<file path="src/rtl/mem_port_arbiter.sv">
// Arbitrates the single data-memory port between load line-fills and write-through stores.
// It grants one transaction at a time, breaks ties round-robin, and aborts beats that wait too long.
module mem_port_arbiter #(
    parameter int LINE_W   = 256,
    parameter int MAX_WAIT = 64
) (
    input  logic              clk,
    input  logic              rst,
    input  logic              ld_req,
    input  logic [31:0]       ld_addr,
    output logic              ld_done,
    output logic [LINE_W-1:0] ld_line,
    input  logic              st_req,
    input  logic [31:0]       st_addr,
    input  logic [31:0]       st_data,
    input  logic              st_alloc,
    output logic              st_done,
    output logic [LINE_W-1:0] st_line,
    output logic              err,
    output logic              mem_valid,
    output logic              mem_we,
    output logic [31:0]       mem_addr,
    output logic [31:0]       mem_wdata,
    input  logic              mem_ready,
    input  logic [LINE_W-1:0] mem_rdata,
    output logic              busy
);

    localparam logic [1:0] S_IDLE  = 2'd0;
    localparam logic [1:0] S_LD_RD = 2'd1;
    localparam logic [1:0] S_ST_WR = 2'd2;
    localparam logic [1:0] S_ST_RD = 2'd3;

    localparam logic LG_LD = 1'b0;
    localparam logic LG_ST = 1'b1;

    localparam logic [7:0] WAIT_LIMIT = 8'(MAX_WAIT);

    logic [1:0] state;
    logic       last_grant;
    logic [7:0] wait_cnt;
    logic       alloc_q;

    logic ld_eligible;
    logic st_eligible;
    logic grant_ld;
    logic grant_st;
    logic timeout;

    // A requester still showing its done pulse must not be re-granted off the same request.
    assign ld_eligible = ld_req && !ld_done;
    assign st_eligible = st_req && !st_done;
    assign grant_ld    = ld_eligible && (!st_eligible || last_grant == LG_ST);
    assign grant_st    = st_eligible && !grant_ld;
    assign timeout     = !mem_ready && (wait_cnt == WAIT_LIMIT);
    assign busy        = (state != S_IDLE);

    // Byte-offset bits never reach the memory port.
    logic unused_addr_bits;
    assign unused_addr_bits = ^{ld_addr[4:0], st_addr[1:0]};

    always_ff @(posedge clk) begin
        if (rst) begin
            state      <= S_IDLE;
            last_grant <= LG_ST;
            wait_cnt   <= '0;
            alloc_q    <= 1'b0;
            mem_valid  <= 1'b0;
            mem_we     <= 1'b0;
            mem_addr   <= '0;
            mem_wdata  <= '0;
            ld_done    <= 1'b0;
            st_done    <= 1'b0;
            err        <= 1'b0;
            ld_line    <= '0;
            st_line    <= '0;
        end else begin
            // NOTE: the done/err pulses default low every cycle; only a finishing branch raises them.
            ld_done <= 1'b0;
            st_done <= 1'b0;
            err     <= 1'b0;
            case (state)
                S_IDLE: begin
                    wait_cnt <= '0;
                    if (grant_ld) begin
                        state      <= S_LD_RD;
                        last_grant <= LG_LD;
                        mem_valid  <= 1'b1;
                        mem_we     <= 1'b0;
                        mem_addr   <= {ld_addr[31:5], 5'b0};
                    end else if (grant_st) begin
                        state      <= S_ST_WR;
                        last_grant <= LG_ST;
                        alloc_q    <= st_alloc;
                        mem_valid  <= 1'b1;
                        mem_we     <= 1'b1;
                        mem_addr   <= {st_addr[31:2], 2'b0};
                        mem_wdata  <= st_data;
                    end
                end
                S_LD_RD: begin
                    if (mem_ready || timeout) begin
                        ld_line   <= mem_ready ? mem_rdata : '0;
                        ld_done   <= 1'b1;
                        err       <= !mem_ready;
                        state     <= S_IDLE;
                        mem_valid <= 1'b0;
                        mem_we    <= 1'b0;
                        wait_cnt  <= '0;
                    end else begin
                        wait_cnt <= wait_cnt + 8'd1;
                    end
                end
                S_ST_WR: begin
                    if (mem_ready && alloc_q) begin
                        // mem_valid stays high straight into the allocate read.
                        state    <= S_ST_RD;
                        mem_we   <= 1'b0;
                        mem_addr <= {st_addr[31:5], 5'b0};
                        wait_cnt <= '0;
                    end else if (mem_ready || timeout) begin
                        if (!mem_ready) begin
                            st_line <= '0;
                        end
                        st_done   <= 1'b1;
                        err       <= !mem_ready;
                        state     <= S_IDLE;
                        mem_valid <= 1'b0;
                        mem_we    <= 1'b0;
                        wait_cnt  <= '0;
                    end else begin
                        wait_cnt <= wait_cnt + 8'd1;
                    end
                end
                S_ST_RD: begin
                    if (mem_ready || timeout) begin
                        st_line   <= mem_ready ? mem_rdata : '0;
                        st_done   <= 1'b1;
                        err       <= !mem_ready;
                        state     <= S_IDLE;
                        mem_valid <= 1'b0;
                        mem_we    <= 1'b0;
                        wait_cnt  <= '0;
                    end else begin
                        wait_cnt <= wait_cnt + 8'd1;
                    end
                end
            endcase
        end
    end

endmodule

</file>
<file path="config.mk">
export PLATFORM = sky130hd
export DESIGN_NAME = mem_port_arbiter
export DESIGN_NICKNAME = d
export VERILOG_FILES = /design/src/rtl/mem_port_arbiter.sv
export SDC_FILE = /design/constraint.sdc
export NUM_CORES = 1
export LEC_CHECK = 0
export CORE_AREA = 2 2 367 369
export CTS_CLUSTER_DIAMETER = 40
export CTS_CLUSTER_SIZE = 8
export DETAILED_ROUTE_END_ITERATION = 10
export DIE_AREA = 0 0 369 371
export PLACE_DENSITY = 0.42
export SLEW_MARGIN = 20
export SYNTH_ARGS = -nofsm -noshare
export SYNTH_HDL_FRONTEND = slang
export SYNTH_SLANG_ARGS = --single-unit
</file>
<file path="constraint.sdc">
create_clock -name clk -period 5.03 [get_ports clk]
set_input_delay 1.006 -clock clk [delete_from_list [all_inputs] [get_ports clk]]
set_output_delay 1.006 -clock clk [all_outputs]
set_load 0.01 [all_outputs]
</file>
==> metrics.md <==
| Metric | Value |
|---|---|
| Sink Count | `591` |
| Worst Min Path Start | `st_line[254]` |
| Cell Area, Synth | `20000 um^2` |
| Routed WL | `about 96 mm` |
| Sequential area share after synthesis | `~60%` |
| DR WL/cell | `between 15 and 20 um` |
| Worst hold slack | `0.470 ns` |
| Core ar. | `133000 um^2` |
| Final nets | `roughly 3300` |
| DPL Wire Length | `64.9 mm` |
| Synth Area per Inst | `between 9 and 10 um^2` |
| M2 GR Usage | `21.9%` |
| Crit share post-route | `between 60% and 70%` |
| Max-cap violations | `0` |
| Hold Crit Depth | `2` |
| Design area | `35900 um^2` |
| R2R setup slack | `~2.6 ns` |
| CP max FO | `7` |
| Row Count | `134` |
| WP data required | `4.02 ns` |
| Port Buf Inserts | `930` |
| Antenna violations before repair | `10` |
| Skew final | `0.0259 ns` |
| Largest net degree at the start of global routing | `156` |
| Final Max Tran Viols | `0` |
| Die ar. | `137000 um^2` |
| Worst reg-to-reg path cell count | `7` |
| Gpl congestion | `0.764` |
| Crit. End Element | `output port` |
| Setup Buffers After CTS | `0` |
| GRT Total Usage | `13.4%` |
| GRT met1 Usage | `between 10 and 15%` |
| Via count | `19452` |
| Cell leakage power | `12.6 nW` |
| DRT iter0 DRCs | `a little over 1000` |
| Ys flop type | `dfxtp_1` |
| Worst Hold Class | `reg -> reg` |
| Worst-Skew Late Latency | `0.74 ns` |
| GRT Max-Usage Layer | `met2` |
| Pwr Density | `between 400 and 500 nW/um^2` |
| Most common cell after layout, fill and taps aside | `clkdlybuf4s50_1` |
| Height of the die | `371 um` |
| Area delta synth->final | `79.4%` |
| Setup violators final | `0` |
| Met3 Usage GRT | `6.36%` |
| Post-DP Area | `around 31000 um^2` |
| Post-synth ARST share | `0%` |
| GR Overflow Total | `0` |
| Setup WS pre-CTS | `around 1.5 ns` |
| F_max | `300 MHz` |
| Post-cts sizing count | `0` |
| CP Class | `reg -> out` |
| Synth Warn # | `0` |
| CTS tree | `yes` |
| Hold Vio Cnt, Final | `0` |
| H-tree lvl count | `4` |
| Slew @ Worst Pin | `~1.1 ns` |
| First drt pass iteration count | `5` |
| Mapped Cells | `2068` |
| Final Total Pwr | `between 15 and 20 mW` |
| Worst Setup Slack, final | `1.69 ns` |
| IO Pins | `940` |
| RR Endpoint | `ld_line[72]` |
| Max Root-Sink Buffers | `3` |
| First-pass GRT wire length | `137 mm` |
| Hold Path End | `st_line[254]` |
| Worst EP arrival | `2.33 ns` |
| Yosys reg bits | `591` |
| Crit. Startpoint | `state[1]` |
| Fin Setup TNS | `0 ns` |
| Clock Tree Root | `clkbuf_16` |
| Slew HR | `around a quarter` |
| TritonCTS buffer count | `133` |
| Clock slew at reported path FFs | `0.04 ns` |
| Startpoint Class | `flip-flop` |
| R2r startpoint | `wait_cnt[0]` |
| Final ANT Viol Nets | `0` |
| Most frequent cells in the layout | `clkdlybuf4s50_1, dfxtp_1, nand2_1, a21oi_1, a22o_1` |
| Synth unique cells | `45` |
| Fillcell total | `14139` |
| Initial Utilization | `15.1%` |
| Vias in the first global route | `19530` |
| Max rail drop VDD | `277 uV` |
| # DRC | `0` |
| Status | `complete, no violations` |
| Post-synth EDFFs | `0` |
| Die width | `roughly 370 um` |
| Vias per cell | `4.01` |
| Layout cells sized above 1 | `8.77%` |
| Hold_buf cts | `0` |
| Min Tclk post-route | `3.34 ns` |
| RSZ-0062 raised after global routing | `no` |
==> synth_stat cells, types with 3 or more instances <==
master	instances	area, um^2
clkbuf_1	132	495
nand2_1	313	1170
inv_1	4	15.0
nor2_1	40	150
dfxtp_1	591	11800
nand2b_1	3	18.8
mux2i_1	33	330
nor2b_1	3	18.8
and3_1	4	25.0
a22o_1	256	2240
o2111ai_1	3	26.3
a21oi_1	263	1320
nor3_1	32	160
buf_2	41	205
xor2_1	4	35.0
a311oi_1	27	236
buf_1	15	56.3
nand3_1	9	45.0
o21ai_1	7	35.0
buf_4	6	45.0
o21ai_0	251	1260
==> worst max path at each step <==
| stage | endpoint |
|---|---|
| floorplan | mem_addr[11] |
| global placement | mem_addr[14] |
| detailed placement | mem_addr[7] |
| CTS | busy |
| global route | busy |
| finish | busy |
==> area by class of cell <==
cell class              count  area, um^2  area share (%)
multi-input cells        1277        7400            20.6
inverters                   5        23.8          0.0662
repair buffers            967        9790            27.3
well taps                1768        2210            6.16
clock buffers             181        3830            10.7
flip-flops and latches    591       11800            33.0
clock inverters            57         796            2.22
diodes                      4        10.0          0.0279
==> worst max-delay path: stages, from the launching register on <==
cell and delay, ns:
dfxtp_1 0.52, nor2_2 0.15, inv_1 0.25, clkdlybuf4s50_1 0.69
==> per-layer routing <==
layer	part of all wire, %	wire length, um	vias up
li1	-	-	9244
met1	39	37200	9275
met5	0.080	77	-
met4	3.2	3040	12
met2	48	45600	743
met3	10	9670	178
==> cells by family after synthesis <==
logic type,Yosys count,synth area share (%)
xor gates and xnor gates,6,0.263
buffers and inverters,201,4.22
muxes,33,1.65
other,1,0.0187
and+or+nand+nor,418,8.64
AOI/OAI and AO/OA,816,25.9
DFF,591,59.1
adders and majority gates,2,0.125
==> stage by stage <==
step                util [%]  instances
floorplan                  -       2069
global placement        23.5       4608
detailed placement      23.5       4608
CTS                     27.0       4846
global route            27.0       4849
finish                  27.0       4850
==> flip-flops by register name, indices dropped and copies added (netlist names) <==
name and count:
mem_wdata 32, st_done 1, state 2, mem_we 1
err 1, last_grant 1, ld_done 1, mem_valid 1
wait_cnt 8, alloc_q 1, st_line 256, mem_addr 30
ld_line 256
==> where the power goes <==
| part | switching, mW | internal (mW) | total (mW) |
|---|---|---|---|
| clock network | 2.91 | 6.00 | 8.91 |
| logic | 0.767 | 0.721 | 1.49 |
| registers | 0.102 | 4.87 | 4.98 |
| total | 3.78 | 11.6 | 15.4 |
No activity file was read; power rests on OpenSTA's default activity.
==> RTL change (same settings) <==
Change the parameter `LINE_W` from 256 to 248.
--- a/src/rtl/mem_port_arbiter.sv
+++ b/src/rtl/mem_port_arbiter.sv
@@ -1,7 +1,7 @@
 // Arbitrates the single data-memory port between load line-fills and write-through stores.
 // It grants one transaction at a time, breaks ties round-robin, and aborts beats that wait too long.
 module mem_port_arbiter #(
-    parameter int LINE_W   = 256,
+    parameter int LINE_W   = 248,
     parameter int MAX_WAIT = 64
 ) (
     input  logic              clk,
Interface: changed (resized ld_line, mem_rdata and st_line); port bits go from 940 to 916. No check against the original RTL was run, so the function may have changed too.
==> RTL change against the unedited design <==
Clock skew is 0.012 ns higher. Area after synthesis is 2.5% lower. Routed wire length is 1.3% lower. Cell area is 3.5% lower. Sequential cell count is 16 lower. Power is 6.1% lower. Via count is 2.8% lower. First-iteration DRC count is 14% lower. Synthesized cell count is 2.6% lower. Hold slack worse by 0.00078 ns. Setup slack worse by 0.019 ns. Die area stayed put. Largest power group unchanged.
==> RTL change: results (changes against the unedited design) <==
LAYOUT
---------------------------------------------------------------------------
Number of inserted filler cells in the final layout                  14,300   was 14,100
Share of post-route cells with drive strength above 1                0.0824   was 0.0877

DETAILED ROUTING
---------------------------------------------------------------------------
Via count                                                            18,900   was 19,500
DR WL met3                                                          8.83 mm   was 9.67 mm

CRITICAL PATH
---------------------------------------------------------------------------
R2R Path Start                                                     state[0]   was wait_cnt[0]
Arrival time at the worst endpoint                                  2.35 ns   was 2.33 ns
Worst flop-to-flop path endpoint                               mem_addr[24]   was ld_line[72]
Worst R2R Path Depth                                                      5   was 7
Max incr delay on CP                                                0.66 ns   was 0.69 ns
Reg2reg setup slack                                                 2.66 ns   was 2.58 ns

GLOBAL ROUTING
---------------------------------------------------------------------------
GR Util met2                                                          0.211   was 0.219
M3 GR Usage                                                          0.0529   was 0.0636
Initial antenna violation count                                           9   was 10
Tot GR Track Use                                                      0.131   was 0.134
Maximum number of pins on one net before global-route repair            140   was 156
Global-route wire length before repair                               134 mm   was 137 mm

CLOCK NETWORK
---------------------------------------------------------------------------
Number of buffers created by CTS                                        118   was 133
Clock insertion delay at the later pin of the skew report           0.71 ns   was 0.74 ns

HOLD PATH
---------------------------------------------------------------------------
End of the worst hold path                                     st_line[155]   was st_line[254]

YOSYS
---------------------------------------------------------------------------
Share of cell area taken by muxes after synthesis                    0.0169   was 0.0165
Cell types with the largest area share after synthesis         sky130_fd_sc_hd__dfxtp_1 59%, sky130_fd_sc_hd__a22o_1 11%, sky130_fd_sc_hd__a21oi_1 6.5%   was sky130_fd_sc_hd__dfxtp_1 59%, sky130_fd_sc_hd__a22o_1 11%, sky130_fd_sc_hd__a21oi_1 6.6%
Synthesized-area fraction occupied by xor and xnor cells            0.00269   was 0.00263
Commonest cells in the synthesized netlist                     575 x sky130_fd_sc_hd__dfxtp_1, 305 x sky130_fd_sc_hd__nand2_1, 254 x sky130_fd_sc_hd__a21oi_1, 248 x sky130_fd_sc_hd__a22o_1, 247 x sky130_fd_sc_hd__o21ai_0   was 591 x sky130_fd_sc_hd__dfxtp_1, 313 x sky130_fd_sc_hd__nand2_1, 263 x sky130_fd_sc_hd__a21oi_1, 256 x sky130_fd_sc_hd__a22o_1, 251 x sky130_fd_sc_hd__o21ai_0
Distinct cell type count after synthesis                                 44   was 45
Post-synthesis adder-cell area fraction                             0.00128   was 0.00125
Area fraction in compound gates after synthesis                       0.259   about the same
Fraction of the yosys area taken by sequential cells                  0.590   was 0.591

STA
---------------------------------------------------------------------------
Skew final                                                        0.0376 ns   was 0.0259 ns
Remaining max-slew budget at the tightest pin                         0.216   was 0.249
Smallest hold slack                                                0.469 ns   was 0.470 ns

PLACED DESIGN
---------------------------------------------------------------------------
Final Wtd Congestion                                                  0.806   was 0.764
Dpl hpwl                                                            64.1 mm   was 64.9 mm
Port Buffer Count                                                       906   was 930

RUN STATUS
---------------------------------------------------------------------------
Status                                                         complete, no violations   unchanged

POWER AND IR DROP
---------------------------------------------------------------------------
Combinational power share                                             0.101   was 0.097
Clk network pwr share                                                 0.563   was 0.579

==> RTL change: cell count changes after synthesis, sizes merged, moves of 7 or more <==
cell / delta
o21ai: -8
buf: +7
a21oi: -8
dfxtp: -16
nand2: -8
a22o: -8
clkbuf: -13
==> RTL change: worst max-delay path by stage <==
stage | from | endpoint | slack, ns | depth (start not counted)
3_3_place_gp | ld_req | mem_addr[30] | 1.71 | 6
5_1_grt | state[1] | busy | 1.51 | 3
6_report | state[1] | busy | 1.67 | 3
3_5_place_dp | ld_req | mem_addr[22] | 1.70 | 6
4_1_cts | state[1] | busy | 1.54 | 3
2_1_floorplan | st_req | mem_addr[11] | 2.81 | 5
==> RTL change: cell type report <==
type	count	area share
Antenna cell	5	0.000361
Clock buffer	161	0.0954
Clock inverter	57	0.0243
Inverter	5	0.000686
Multi-Input combinational cell	1245	0.208
Sequential cell	575	0.332
Tap cell	1768	0.0639
Timing Repair Buffer	944	0.275
==> RTL change: worst reg2reg max path, stage by stage (launching register included) <==
cell                       delay [ns]
sky130_fd_sc_hd__dfxtp_1         0.50
sky130_fd_sc_hd__nand2b_1        0.30
sky130_fd_sc_hd__nor3b_4         0.84
sky130_fd_sc_hd__buf_4           0.32
sky130_fd_sc_hd__nand2_1         0.07
sky130_fd_sc_hd__a311oi_1        0.26
==> RTL change: metrics by stage <==
step / instance area (um2) / power [mW] / utilization / setup WS [ns]
3_5_place_dp: 30500 / 6.41 / 0.229 / 1.70
5_1_grt: 34600 / 15.0 / 0.261 / 1.51
6_report: 34600 / 14.4 / 0.261 / 1.67
4_1_cts: 34600 / 14.7 / 0.261 / 1.54
3_3_place_gp: 30500 / 6.41 / 0.229 / 1.71
2_1_floorplan: 19500 / 5.47 / - / 2.81
